`src/rtl/riscv_pkg.sv`:
```
// Shared RISC-V core types: datapath width and the writeback request record
// carried by the multi-cycle result buffer.
package riscv_pkg;

    localparam int XLEN = 32;

    typedef struct packed {
        logic [4:0]      rd;
        logic [XLEN-1:0] data;
    } wb_req_t;

    // Saturating 16-bit increment used by event counters
    function automatic logic [15:0] sat_inc16(input logic [15:0] val);
        logic [15:0] res;
        if (val == 16'hFFFF) begin
            res = val;
        end else begin
            res = val + 16'd1;
        end
        return res;
    endfunction

endpackage

```
`src/rtl/wb_port_arbiter_if.sv`:
```
// Writeback port bundle: pipeline writeback, multi-cycle result offer and
// register file write port. master = producers/register file side, slave = arbiter.
interface wb_port_arbiter_if;
    import riscv_pkg::*;

    logic            pipe_valid;
    logic            pipe_we;
    logic [4:0]      pipe_rd;
    logic [XLEN-1:0] pipe_data;
    logic            pipe_stall;
    logic            mc_valid;
    logic [4:0]      mc_rd;
    logic [XLEN-1:0] mc_data;
    logic            mc_ready;
    logic            rf_write_en;
    logic [4:0]      rf_rd_addr;
    logic [XLEN-1:0] rf_rd_data;

    modport master (
        output pipe_valid, pipe_we, pipe_rd, pipe_data, mc_valid, mc_rd, mc_data,
        input  pipe_stall, mc_ready, rf_write_en, rf_rd_addr, rf_rd_data
    );

    modport slave (
        input  pipe_valid, pipe_we, pipe_rd, pipe_data, mc_valid, mc_rd, mc_data,
        output pipe_stall, mc_ready, rf_write_en, rf_rd_addr, rf_rd_data
    );
endinterface

```
`src/rtl/wb_result_fifo.sv`:
```
// FIFO of pending multi-cycle writeback results; DEPTH must be a power of two
// so the pointers wrap naturally.
module wb_result_fifo
    import riscv_pkg::*;
#(
    parameter int DEPTH = 2
) (
    input  logic    clk,
    input  logic    rst_n,
    input  logic    push,
    input  wb_req_t push_data,
    input  logic    pop,
    output logic    full,
    output logic    empty,
    output wb_req_t head
);
    localparam int PW = $clog2(DEPTH);
    localparam int CW = $clog2(DEPTH + 1);

    wb_req_t       mem_r [DEPTH];
    logic [PW-1:0] wr_ptr_r;
    logic [PW-1:0] rd_ptr_r;
    logic [CW-1:0] count_r;
    logic          do_push_s;
    logic          do_pop_s;

    assign full      = (count_r == CW'(DEPTH));
    assign empty     = (count_r == {CW{1'b0}});
    assign head      = mem_r[rd_ptr_r];
    assign do_push_s = push & ~full;
    assign do_pop_s  = pop & ~empty;

    // Entry storage; stale contents are harmless because count gates reads
    always_ff @(posedge clk) begin
        if (do_push_s) begin
            mem_r[wr_ptr_r] <= push_data;
        end
    end

    // Pointers and occupancy, with simultaneous push/pop leaving count unchanged
    always_ff @(posedge clk or negedge rst_n) begin
        if (!rst_n) begin
            wr_ptr_r <= {PW{1'b0}};
            rd_ptr_r <= {PW{1'b0}};
            count_r  <= {CW{1'b0}};
        end else begin
            if (do_push_s) begin
                wr_ptr_r <= wr_ptr_r + PW'(1);
            end
            if (do_pop_s) begin
                rd_ptr_r <= rd_ptr_r + PW'(1);
            end
            if (do_push_s && !do_pop_s) begin
                count_r <= count_r + CW'(1);
            end else if (!do_push_s && do_pop_s) begin
                count_r <= count_r - CW'(1);
            end
        end
    end
endmodule

```
`src/rtl/wb_port_arbiter.sv`:
```
// Arbitrates the single register-file write port between the pipeline and
// buffered mul/div results. Define WB_ARB_STATS_EN to add stat_forced/stat_full.
module wb_port_arbiter
    import riscv_pkg::*;
#(
    parameter int DEPTH        = 2,
    parameter int STARVE_LIMIT = 4
) (
    input  logic               clk,
    input  logic               rst_n,
    wb_port_arbiter_if.slave   bus
`ifdef WB_ARB_STATS_EN
    ,
    output logic [15:0]        stat_forced,
    output logic [15:0]        stat_full
`endif
);
    localparam int SW = $clog2(STARVE_LIMIT + 1);

    wb_req_t         head_s;
    wb_req_t         push_data_s;
    logic            full_s;
    logic            empty_s;
    logic            pipe_req_s;
    logic            forced_s;
    logic            head_grant_s;
    logic            mc_ready_s;
    logic            rf_we_s;
    logic [4:0]      rf_addr_s;
    logic [XLEN-1:0] rf_data_s;
    logic [SW-1:0]   starve_cnt_r;

    assign push_data_s  = '{rd: bus.mc_rd, data: bus.mc_data};
    assign pipe_req_s   = bus.pipe_valid & bus.pipe_we & (bus.pipe_rd != 5'd0);
    assign forced_s     = pipe_req_s & ~empty_s & (starve_cnt_r == SW'(STARVE_LIMIT));
    assign head_grant_s = rst_n & ~empty_s & (~pipe_req_s | forced_s);
    // Ready is held low throughout reset, not only after the first edge
    assign mc_ready_s   = rst_n & ~full_s;

    wb_result_fifo #(.DEPTH(DEPTH)) u_fifo (
        .clk       (clk),
        .rst_n     (rst_n),
        .push      (bus.mc_valid & mc_ready_s),
        .push_data (push_data_s),
        .pop       (head_grant_s),
        .full      (full_s),
        .empty     (empty_s),
        .head      (head_s)
    );

    // Write-port mux; a granted head with rd=0 is consumed silently
    always_comb begin
        rf_we_s   = 1'b0;
        rf_addr_s = 5'd0;
        rf_data_s = {XLEN{1'b0}};
        if (!rst_n) begin
            rf_we_s = 1'b0;
        end else if (head_grant_s) begin
            if (head_s.rd != 5'd0) begin
                rf_we_s   = 1'b1;
                rf_addr_s = head_s.rd;
                rf_data_s = head_s.data;
            end else begin
                rf_we_s = 1'b0;
            end
        end else if (pipe_req_s) begin
            rf_we_s   = 1'b1;
            rf_addr_s = bus.pipe_rd;
            rf_data_s = bus.pipe_data;
        end else begin
            rf_we_s = 1'b0;
        end
    end

    assign bus.rf_write_en = rf_we_s;
    assign bus.rf_rd_addr  = rf_addr_s;
    assign bus.rf_rd_data  = rf_data_s;
    assign bus.mc_ready    = mc_ready_s;
    assign bus.pipe_stall  = rst_n & forced_s;

    // Starvation counter: counts denied cycles of a waiting head, saturating
    always_ff @(posedge clk or negedge rst_n) begin
        if (!rst_n) begin
            starve_cnt_r <= {SW{1'b0}};
        end else if (empty_s || head_grant_s) begin
            starve_cnt_r <= {SW{1'b0}};
        end else if (starve_cnt_r != SW'(STARVE_LIMIT)) begin
            starve_cnt_r <= starve_cnt_r + SW'(1);
        end
    end

`ifdef WB_ARB_STATS_EN
    logic [15:0] stat_forced_r;
    logic [15:0] stat_full_r;

    // Saturating event counters for forced grants and back-pressured offers
    always_ff @(posedge clk or negedge rst_n) begin
        if (!rst_n) begin
            stat_forced_r <= 16'd0;
            stat_full_r   <= 16'd0;
        end else begin
            if (forced_s) begin
                stat_forced_r <= sat_inc16(stat_forced_r);
            end
            if (bus.mc_valid && !mc_ready_s) begin
                stat_full_r <= sat_inc16(stat_full_r);
            end
        end
    end

    assign stat_forced = stat_forced_r;
    assign stat_full   = stat_full_r;
`endif
endmodule

```
`src/flat_wrapper.sv`:
```
// flat-port wrapper written by rule: the top's interface ports become plain ports
module wb_port_arbiter_flat import riscv_pkg::*;
#(
    parameter int DEPTH        = 2,
    parameter int STARVE_LIMIT = 4
)
  (clk, rst_n, bus_pipe_valid, bus_pipe_we, bus_pipe_rd, bus_pipe_data, bus_mc_valid, bus_mc_rd, bus_mc_data, bus_pipe_stall, bus_mc_ready, bus_rf_write_en, bus_rf_rd_addr, bus_rf_rd_data);
  wb_port_arbiter_if bus_i ();
  input  logic clk;
  input  logic rst_n;
  input wire logic [$bits(bus_i.pipe_valid)-1:0] bus_pipe_valid;
  input wire logic [$bits(bus_i.pipe_we)-1:0] bus_pipe_we;
  input wire logic [$bits(bus_i.pipe_rd)-1:0] bus_pipe_rd;
  input wire logic [$bits(bus_i.pipe_data)-1:0] bus_pipe_data;
  input wire logic [$bits(bus_i.mc_valid)-1:0] bus_mc_valid;
  input wire logic [$bits(bus_i.mc_rd)-1:0] bus_mc_rd;
  input wire logic [$bits(bus_i.mc_data)-1:0] bus_mc_data;
  output wire logic [$bits(bus_i.pipe_stall)-1:0] bus_pipe_stall;
  output wire logic [$bits(bus_i.mc_ready)-1:0] bus_mc_ready;
  output wire logic [$bits(bus_i.rf_write_en)-1:0] bus_rf_write_en;
  output wire logic [$bits(bus_i.rf_rd_addr)-1:0] bus_rf_rd_addr;
  output wire logic [$bits(bus_i.rf_rd_data)-1:0] bus_rf_rd_data;
  assign bus_i.pipe_valid = bus_pipe_valid;
  assign bus_i.pipe_we = bus_pipe_we;
  assign bus_i.pipe_rd = bus_pipe_rd;
  assign bus_i.pipe_data = bus_pipe_data;
  assign bus_i.mc_valid = bus_mc_valid;
  assign bus_i.mc_rd = bus_mc_rd;
  assign bus_i.mc_data = bus_mc_data;
  assign bus_pipe_stall = bus_i.pipe_stall;
  assign bus_mc_ready = bus_i.mc_ready;
  assign bus_rf_write_en = bus_i.rf_write_en;
  assign bus_rf_rd_addr = bus_i.rf_rd_addr;
  assign bus_rf_rd_data = bus_i.rf_rd_data;
  wb_port_arbiter #(.DEPTH(DEPTH), .STARVE_LIMIT(STARVE_LIMIT)) u_core (.clk(clk), .rst_n(rst_n), .bus(bus_i));
endmodule
```
`config.mk`:
```
export PLATFORM = sky130hd
export DESIGN_NAME = wb_port_arbiter_flat
export DESIGN_NICKNAME = d
export VERILOG_FILES = /design/src/rtl/riscv_pkg.sv /design/src/rtl/wb_port_arbiter_if.sv /design/src/rtl/wb_result_fifo.sv /design/src/rtl/wb_port_arbiter.sv /design/src/flat_wrapper.sv
export SDC_FILE = /design/constraint.sdc
export NUM_CORES = 1
export LEC_CHECK = 0
export BUFFER_PORTS_ARGS = -buffer_cell sky130_fd_sc_hd__buf_4
export CAP_MARGIN = 20
export CELL_PAD_IN_SITES_DETAIL_PLACEMENT = 2
export CELL_PAD_IN_SITES_GLOBAL_PLACEMENT = 2
export CORE_ASPECT_RATIO = 1.75
export CORE_MARGIN = 2
export CORE_UTILIZATION = 35
export CTS_CLUSTER_DIAMETER = 50
export DETAILED_ROUTE_END_ITERATION = 10
export PLACE_DENSITY = 0.78
export SLEW_MARGIN = 5
export SYNTH_ARGS = -nofsm -noshare
export SYNTH_HDL_FRONTEND = slang
export SYNTH_SLANG_ARGS = --single-unit
```
`constraint.sdc`:
```
create_clock -name clk -period 3.8 [get_ports clk]
set_input_delay 0.19 -clock clk [delete_from_list [all_inputs] [get_ports clk]]
set_output_delay 0.19 -clock clk [all_outputs]
set_load 0.01 [all_outputs]
```
Yosys cells after proc, flatten, opt, wreduce, memory -nomap -nowiden
Memories as Yosys holds them, arrays and structs flattened.
Index checks and enable logic that the tools add are counted.
- output and inout port bits: 40
- memories: 1
- bits in writable memories: 74
- input port bits: 79
- word-level logic and storage cells: 56
- bits in registers: 7
- bitwise gates (word level): 15
- equal/unequal tests: 3
- reductions and logical operators: 10
- multiplexer cells: 18
- add/subtract/negate cells: 5
- memories (name ; words ; width ; rd ports ; clocked after memory_dff ; write ports ; RTL line ; source):
    u_core.u_fifo.mem_r ; 2 ; 37 ; 1 ; 0 ; 1 ; wb_result_fifo.sv:20 ; wb_req_t mem_r [DEPTH];
- operators by type and width (kind ; number):
    two-way mux 32 bit ; 4
    two-way mux 5 bit ; 4
    AND 1 bit ; 11
    nonzero test 5 bit ; 2
    two-way mux 1 bit ; 6
    two-way mux 3 bit ; 2
    two-way mux 2 bit ; 2
    nonzero test 2 bit ; 2
    adder 3 x 1 -> 3 bit, second input constant ; 1
    == test 3 bit, second input constant ; 1
    != test 3 bit, second input constant ; 1
    NOT 1 bit ; 3
    adder 1 bit, second input constant ; 2
    adder 2 x 1 -> 2 bit, second input constant ; 1
    == test 2 bit, second input constant ; 1
    logical AND 1 bit ; 2
    zero test 1 bit ; 2
    zero test 2 bit ; 1
    subtractor 2 x 1 -> 2 bit, second input constant ; 1
    logical OR 1 bit ; 1
    OR 1 bit ; 1

Longest topological paths before layout
Gate-level depths: netlist (run 1).
- word-level depth: 10
- mapped depth: 10
- depth with buffers taken out: 10

By module
From an unflattened synthesis (run 1), not the netlist that was laid out.
- cells, all modules: 299
- area total of the unflattened synthesis: 4211.5 um2
- modules (own cells, without submodules) (module ; times used ; cells each ; area each (um2) ; sequential area each (um2)):
    wb_result_fifo ; 1 ; 134 ; 2949.1 ; 2322.2
    wb_port_arbiter ; 1 ; 165 ; 1262.5 ; 75.1

Worst setup path after synthesis (run 1)
Ideal clock, no wire load.
- kind: register -> register
- start point: reg u_core.u_fifo.count_r[0]
- end point: mem u_core.u_fifo.mem_r[0][0] (netlist bit), enable pin
- stages on the path, launching flop included: 6
- period minus slack after synthesis: 3.040 ns
- arrival: 2.609 ns
- setup time: 0.431 ns
- data required time: 3.369 ns
- setup slack: 0.760 ns
- path buffers: 1
- cells stage by stage: dfrtp_1 > clkbuf_1 > inv_1 > a21oi_1 > nand2_1 > nor2_1
- cells in the longest elaborated chain, start to end: 7
- RTL lines (item ; RTL line ; source):
    from (decl) ; wb_result_fifo.sv:23 ; logic [CW-1:0] count_r;
    from (signal assigned) ; wb_result_fifo.sv:45 ; count_r <= {CW{1'b0}};
    from (signal assigned) ; wb_result_fifo.sv:54 ; count_r <= count_r + CW'(1);
    from (signal assigned) ; wb_result_fifo.sv:56 ; count_r <= count_r - CW'(1);
    == test 2 bit ; wb_result_fifo.sv:27 ; assign full = (count_r == CW'(DEPTH));
    NOT 1 bit ; wb_port_arbiter.sv:38 ; assign mc_ready_s = rst_n & ~full_s;
    AND 1 bit ; wb_port_arbiter.sv:38 ;
    via bus_mc_ready ; flat_wrapper.sv:19 ; output wire logic [$bits(bus_i.mc_ready)-1:0] bus_mc_ready;
    AND 1 bit ; wb_port_arbiter.sv:43 ; .push (bus.mc_valid & mc_ready_s),
    AND 1 bit ; wb_result_fifo.sv:30 ; assign do_push_s = push & ~full;
    two-way mux 1 bit ; wb_result_fifo.sv:35 ; if (do_push_s) begin
    two-way mux 1 bit (not written as such) ; wb_result_fifo.sv:36 ; mem_r[wr_ptr_r] <= push_data;
    to (decl) ; wb_result_fifo.sv:20 ;
The timed path passes the listed nets, and every way through them passes these cells.

Worst setup path in the final report (run 1)
- start point: reg u_core.u_fifo.rd_ptr_r
- end point: out bus_rf_rd_data[18]
- cells in the longest elaborated chain, start to end: 5
- RTL lines (item ; RTL line ; source):
    from (decl) ; wb_result_fifo.sv:22 ; logic [PW-1:0] rd_ptr_r;
    from (signal assigned) ; wb_result_fifo.sv:44 ; rd_ptr_r <= {PW{1'b0}};
    from (signal assigned) ; wb_result_fifo.sv:51 ; rd_ptr_r <= rd_ptr_r + PW'(1);
    memory (2 x 37 bit) (*) ; - ;
    nonzero test 5 bit ; wb_port_arbiter.sv:59 ; if (head_s.rd != 5'd0) begin
    two-way mux 32 bit (*) ; wb_port_arbiter.sv:59 ;
    two-way mux 32 bit (*) ; wb_port_arbiter.sv:58 ; end else if (head_grant_s) begin
    two-way mux 32 bit (*) ; wb_port_arbiter.sv:56 ; if (!rst_n) begin
    to (decl) ; flat_wrapper.sv:22 ; output wire logic [$bits(bus_i.rf_rd_data)-1:0] bus_rf_rd_data;
Mark *: on every way between the ends. The rest lies on a longest branch, timed or not.

==> metrics.yaml, run 1 <==
insertion_delay_ps: 330
io_buffers: 118
switching_power_uw: 1155
yosys_warnings: 0
crit_slowest_cell: "dfrtp_2"
end_kind: "output port"
cts_hold_buf: 1
r2r_slack_ps: 1210
power_frac_clock_pct: 26.7
cts_buffer_depth: 2
critical_path_buf_inv_count: 2
initial_utilization_pct: 35.90
layout-drive-gt1-share_pct: 50.00
synth_top_family_by_area: "compound AO/OA/AOI/OAI gates"
cts.repair.resized: 0
slew_headroom_pct: 37.05
route.vias.total: 2986
crit_type: "flop to output port"
htree_levels: 3
min_path_type: "input port to flop"
grt_usage_pct: 20.06
synth.avg_cell_area_um2: 14.05
period_share_pct: 84.26
yosysMostFrequentCell: "edfxtp_1"
synth_edf_count: 74
fmax_mhz: 312.3
cpMostUsedCell: "buf_4"
gp_congestion: 0.8240
postCtsSetupRepairBufs: 0
dp_hpwl_um: 8452
skew_ps: 6.822
internal-power_uw: 2242
dr.pass1.iters: 4
drcViolationCount: 0
irDropWorstVdd_v: 0.0003748
diodes: 0
cts_tree: "done"
grt_setup_unrepaired: "false"
fp.dieH_um: 148.2
maxCapViolCount: 0
dr.first_iter.drc_count: 134
crit_start: "u_core.u_fifo.rd_ptr_r"
synth-adder-area-share_pct: 0.9028
swShare_pct: 33.99
viasPerCell: 5.479
area_growth_pct: 28.74
routed_wl_um: 12530
synth-simple-area-share_pct: 3.581
cp_num_cells: 6
dieWidth_um: 86.39
seqPwrFrac_pct: 36.4
async_flop_share_pct: 8.642
synth_compound_area_share_pct: 19.89
p_total_uw: 3397
die_area_um2: 12800
antenna_found_initial: 0
nNetsFinal: 487
path_max_fanout: 19
setup_tns_ps: 0
grt_max_degree: 38
grt_pass1_wl_um: 19020
synthMuxAreaShare_pct: 10.14
crit_family: "flip-flops"
setup_viol: 0
outcome: "finished clean"
wl_per_cell_um: 23.00
cts_buffers: 9
r2r_cells: 10
cts_root_buffer: "clkbuf_16"
period_needed_ps: 3202
ys_seq_area_share_pct: 57.66
synth_area_leaders: "edfxtp_1 (53%), mux2_2 (8.9%), a211oi_2 (6.9%), dfrtp_1 (4.2%), a21oi_1 (3.9%)"
nFillCells: 1152
multi_input_area_um2: 1498
cp.arrival_ps: 3010
ys_types: 42
synth_nets: 378
synthCells: 296
tightest_slew_ps: 937.9
p_leak_uw: 0.002028
ys.flop_type: "edfxtp_1"
yosysTopAreaCell: "edfxtp_1"
regToRegEndpoint: "u_core.u_fifo.count_r[1]"
syn-cell-area_um2: 4158
combPwrFrac_pct: 36.8
ioPinCount: 119
overflow: 0
worstPathCellList: "mux2i_1 > nand4_1 > buf_4 > o21ai_0 > a211oi_2 > buf_4"
synth-xor-area-share_pct: 1.264
ys_top_cells_by_count: "edfxtp_1 (74), mux2_2 (33), a21oi_1 (32)"
first_global_vias: 3453
core_um2: 11580
seqCellArea_um2: 2399
synth_top_area_share_pct: 53.45
timing.rr.start: "u_core.starve_cnt_r[0]"
cp_data_required_time_ps: 3610
hold_viol: 0
path_clk_slew_ps: 60
slew_violations: 0
clock-sinks: 81
rows: 52
power_density_nw_per_um2: 634.6
antenna_left: 0
setup.worst_path.end: "bus_rf_rd_data[18]"
critPathLaunchType: "flop"
synth_seq_cells: 81
slowest_delay_ps: 670
==> worst min-delay path by stage <==
stage	start	endpoint	cells after the start
2_1_floorplan	rst_n	u_core.starve_cnt_r[0]	0
3_3_place_gp	rst_n	u_core.u_fifo.count_r[0]	1
3_5_place_dp	rst_n	u_core.u_fifo.count_r[1]	1
4_1_cts	bus_mc_data[18]	u_core.u_fifo.mem_r[0][18]	1
5_1_grt	bus_mc_data[13]	u_core.u_fifo.mem_r[1][13]	1
6_report	bus_mc_data[18]	u_core.u_fifo.mem_r[0][18]	1
==> cells in the final DEF (no fill, tap or decap), types with 2 or more instances in the layout <==
cell type / n
o21ai_0: 27
edfxtp_1: 74
xnor2_1: 4
a21oi_1: 32
o21a_1: 2
ha_1: 3
nor2_1: 11
nand2_1: 4
a211oi_1: 5
dfrtp_1: 6
xor2_1: 2
inv_1: 5
clkbuf_16: 9
bufinv_16: 2
buf_4: 122
clkinv_2: 3
o31a_1: 2
mux2i_1: 5
o2111ai_1: 3
a32oi_1: 5
a211oi_2: 23
o21ai_1: 4
mux2_2: 33
nor3_1: 5
==> registers in the layout, indices dropped and copies added, names as in the netlist <==
signal and cells:
u_core.u_fifo.mem_r 74, u_core.starve_cnt_r 3, u_core.u_fifo.count_r 2, u_core.u_fifo.rd_ptr_r 1
u_core.u_fifo.wr_ptr_r 1
==> metrics by stage <==
step / setup slack, ps / instances / instance area, um^2 / util [%] / hold slack [ps]
2_1_floorplan: 759.9 / 296 / 4158 / - / -105.6
3_3_place_gp: 1106 / 527 / 5004 / 43.20 / 50.26
3_5_place_dp: 961.6 / 527 / 5004 / 43.20 / 52.01
4_1_cts: 591.8 / 544 / 5325 / 45.98 / 26.59
5_1_grt: 404.2 / 545 / 5353 / 46.22 / 27.71
6_report: 598.3 / 545 / 5353 / 46.22 / 39.31
==> logic make-up after synthesis <==
| logic type | after synthesis |
|---|---|
| AOI/OAI and AO/OA | 108 |
| DFF | 81 |
| muxes | 38 |
| buffers and inverters | 32 |
| and+or+nand+nor | 28 |
| xor gates and xnor gates | 6 |
| adders and majority gates | 3 |
==> cell type report <==
| cell class | count | share of cell area [%] |
|---|---|---|
| repair buffers | 124 | 17.81 |
| multi-input cells | 183 | 27.98 |
| inverters | 6 | 0.4208 |
| well taps | 135 | 3.156 |
| flip-flops and latches | 81 | 44.81 |
| clock inverters | 6 | 1.543 |
| clock buffers | 10 | 4.278 |
==> power by group through the flow <==
| stage | Combinational [uW] | Sequential [uW] | Clock [uW] |
|---|---|---|---|
| after floorplan | 921 | 1180 | 0 |
| after global placement | 1200 | 1240 | 0 |
| after detailed placement | 1240 | 1260 | 0 |
| after CTS | 1260 | 1240 | 928 |
| after global routing | 1350 | 1260 | 957 |
| final | 1250 | 1240 | 908 |
==> routing by layer <==
metal / vias to the layer above / GRT usage [%] / routed length [um]
met3: 30 / 2.719 / 337
met2: 88 / 37.19 / 7192
met4: 0 / 10.63 / 542
met1: 1496 / 21.36 / 4461
met5: - / 0 / 0
li1: 1372 / - / -
==> worst reg2reg max path, cell delays in order, from the launching register on <==
cell	delay, ps
dfrtp_1	420
inv_1	80
ha_1	200
nand2_1	230
o211a_4	270
nor2_8	530
inv_2	100
ha_1	220
xor2_1	140
nor2_1	150
xor2_1	160
(Power assumes the default switching activity.)
==> run 2, diff against run 1 <==
- CORE_UTILIZATION: 35 -> 31
- PLACE_DENSITY: 0.78 -> 0.73
- clock period: 3.8 -> 2.9 ns (I/O delays scaled with it)
==> run 2 against run 1 <==
Count of clock-buffer cells in the layout fell by 1. Largest cell class unchanged. Worst hold slack got worse by 29 ps. Global-route usage fell by 1.9 points. Sequential power rose by 27%. Sequential share of layout area fell by 3.5 points. Register-to-register slack got worse by 560 ps. Power rose by 32%. Worst setup slack got worse by 350 ps. Highest routed layer unchanged. Clock power rose by 28%. Via count rose by 3.9%. Critical path type unchanged. Largest power group unchanged.
==> metrics.yaml, run 2 (synthesis results as in run 1) <==
outcome: "finished clean"
viasPerCell: 4.957  # -9.5%
setup_tns_ps: 0  # unchanged
nNetsFinal: 529  # +8.6%
internal-power_uw: 2934  # +31%
switching_power_uw: 1549  # +34%
period_share_pct: 91.46
final_common_cell: "buf_4"
ioPinCount: 119  # unchanged
setup_ws_ps: 247.6  # -350.6 ps
cpMostUsedCell: "buf_4"
initial_utilization_pct: 31.40  # -4.5 points
combPwrFrac_pct: 39.2  # +2.4 points
cp.arrival_ps: 2510  # -500 ps
crit_type: "flop to output port"
first_global_vias: 3599  # +4.2%
path_max_fanout: 31  # +12
maxCapViolCount: 0  # unchanged
tightest_slew_ps: 903.2  # -34.70 ps
min_path_type: "input port to flop"
cts_buffers: 9  # unchanged
postCtsSetupRepairBufs: 0  # unchanged
io_buffers: 118  # unchanged
top_regs: "u_core.u_fifo.mem_r: 74 flops, u_core.starve_cnt_r: 3 flops, u_core.u_fifo.count_r: 2 flops"
p_leak_uw: 0.002204  # +8.7%
largest_reg_flops: 74  # unchanged
end_kind: "output port"
r2r_cells: 9  # -1
r2r_slack_ps: 650  # -560 ps
antenna_found_initial: 0  # unchanged
insertion_delay_ps: 330  # about the same
routed_wl_um: 12800  # +2.1%
cts.repair.resized: 0  # unchanged
power_frac_clock_pct: 25.9  # -0.8 points
hold_viol: 0  # unchanged
crit_slowest_cell: "mux2_2"
cts_hold_buf: 36  # +35
dp_hpwl_um: 8893  # +5.2%
swShare_pct: 34.56  # +0.57 points
crit_start: "u_core.u_fifo.rd_ptr_r"
largest-register: "u_core.u_fifo.mem_r"
nFillCells: 1318  # +14%
overflow: 0  # unchanged
irDropWorstVdd_v: 0.0003252  # -13%
clock-sinks: 81  # unchanged
fmax_mhz: 377.0
wl_per_cell_um: 20.45  # -11%
grt_max_degree: 32  # -16%
period_needed_ps: 2652
grt_setup_unrepaired: "false"
die_area_um2: 14390  # +12%
min_from: "bus_mc_data[16]"
slowest_delay_ps: 610  # -60 ps
gp_congestion: 0.7753  # -5.9%
slew_violations: 0  # unchanged
critPathLaunchType: "flop"
final_cell_mix: "buf_4 (127), edfxtp_1 (74), dlygate4sd3_1 (37), mux2_2 (33), a21oi_1 (32)"
core_um2: 13240  # +14%
multi_input_area_um2: 1498  # unchanged
seqCellArea_um2: 2399  # unchanged
area_growth_pct: 39.54
pre_cts_slack_ps: 468.9  # -492.7 ps
hold-path-cell-count: 1  # unchanged
grt_pass1_wl_um: 19760  # +3.9%
antenna_left: 0  # unchanged
grt_usage_pct: 18.13  # -1.9 points
min_to: "u_core.u_fifo.mem_r[0][16]"
setup_viol: 0  # unchanged
dr.first_iter.drc_count: 100  # -25%
drcViolationCount: 0  # unchanged
path_clk_slew_ps: 70  # about the same
power_density_nw_per_um2: 772.7  # +22%
rows: 56  # +7.7%
cts_tree: "done"
diodes: 0  # unchanged
timing.rr.start: "u_core.starve_cnt_r[0]"
route.vias.total: 3103  # +3.9%
dr.pass1.iters: 4  # unchanged
fp.dieH_um: 157.2  # +6.1%
slew_headroom_pct: 39.38  # +2.3 points
worstPathCellList: "buf_4 > mux2_2 > o41ai_4 > nor2_1 > buf_4"
regToRegEndpoint: "u_core.u_fifo.count_r[1]"
cp_data_required_time_ps: 2760  # -850 ps
htree_levels: 3  # unchanged
dieWidth_um: 91.55  # +6.0%
skew_ps: 9.277  # +2.455 ps
cts_buffer_depth: 2  # unchanged
seqPwrFrac_pct: 34.9  # -1.5 points
cts_root_buffer: "clkbuf_16"
layout-drive-gt1-share_pct: 46.68  # -3.3 points
-- run 2: cell count changes in the layout (fill, tap and decap cells not counted) --
cell,delta
dlygate4sd3_1,+36
clkbuf_1,-1
inv_6,+3
inv_8,+1
buf_16,-1
clkinv_2,-2
buf_4,+5
buf_12,+2
clkinvlp_4,-1
clkinv_1,+1
bufinv_16,-1
-- run 2: worst max-delay path, delay by kind of cell, from the launching register on --
family                 cells  cell delay (ps)
muxes                      1              610
AOI/OAI and AO/OA          1              520
buffers and inverters      2              450
DFF                        1              450
and+or+nand+nor            1              130
-- run 2: layout make-up --
| class | instances | share of cell area, % |
|---|---|---|
| tap | 174 | 3.752 |
| multi-input combinational | 183 | 25.81 |
| clock buffer | 9 | 3.882 |
| clock inverter | 7 | 1.316 |
| timing repair buffer | 166 | 23.51 |
| inverter | 6 | 0.3882 |
| sequential | 81 | 41.34 |
-- run 2: metrics by stage --
step / hold WS, ps / power, uW / cell area (um^2) / cells / util (%)
4_1_cts: 1.678 / 4542 / 5792 / 625 / 43.74
3_5_place_dp: 4.306 / 3322 / 5130 / 573 / 38.74
3_3_place_gp: -2.430 / 3260 / 5130 / 573 / 38.74
2_1_floorplan: -150.6 / 2752 / 4160 / 296 / -
6_report: 10.26 / 4483 / 5802 / 626 / 43.81
5_1_grt: 3.698 / 4723 / 5802 / 626 / 43.81
-- run 2: metal layers --
layer / up-vias / GRT usage [%] / part of all wire [%]
met3: 19 / 2.585 / 2.4
li1: 1454 / - / -
met2: 61 / 36.17 / 60
met1: 1569 / 18.60 / 35
met5: - / 0 / 0
met4: 0 / 6.926 / 2.5
-- run 2: how the worst max path moves through the flow --
| stage | endpoint | slack [ps] | cells past startpoint |
|---|---|---|---|
| global route | bus_rf_rd_data[7] | 120 | 8 |
| global placement | bus_rf_rd_data[29] | 590 | 7 |
| CTS | bus_rf_rd_data[8] | 220 | 5 |
| detailed placement | bus_rf_rd_data[3] | 470 | 7 |
| finish | bus_rf_rd_data[11] | 250 | 5 |
| floorplan | u_core.u_fifo.mem_r[0][0] | 470 | 5 |
-- run 2: power by group through the flow --
| stage | clock (uW) | sequential (uW) | combinational [uW] |
|---|---|---|---|
| final | 1160 | 1570 | 1760 |
| after global routing | 1220 | 1590 | 1910 |
| after CTS | 1190 | 1570 | 1780 |
| after detailed placement | 0 | 1590 | 1730 |
| after global placement | 0 | 1580 | 1680 |
| after floorplan | 0 | 1540 | 1210 |
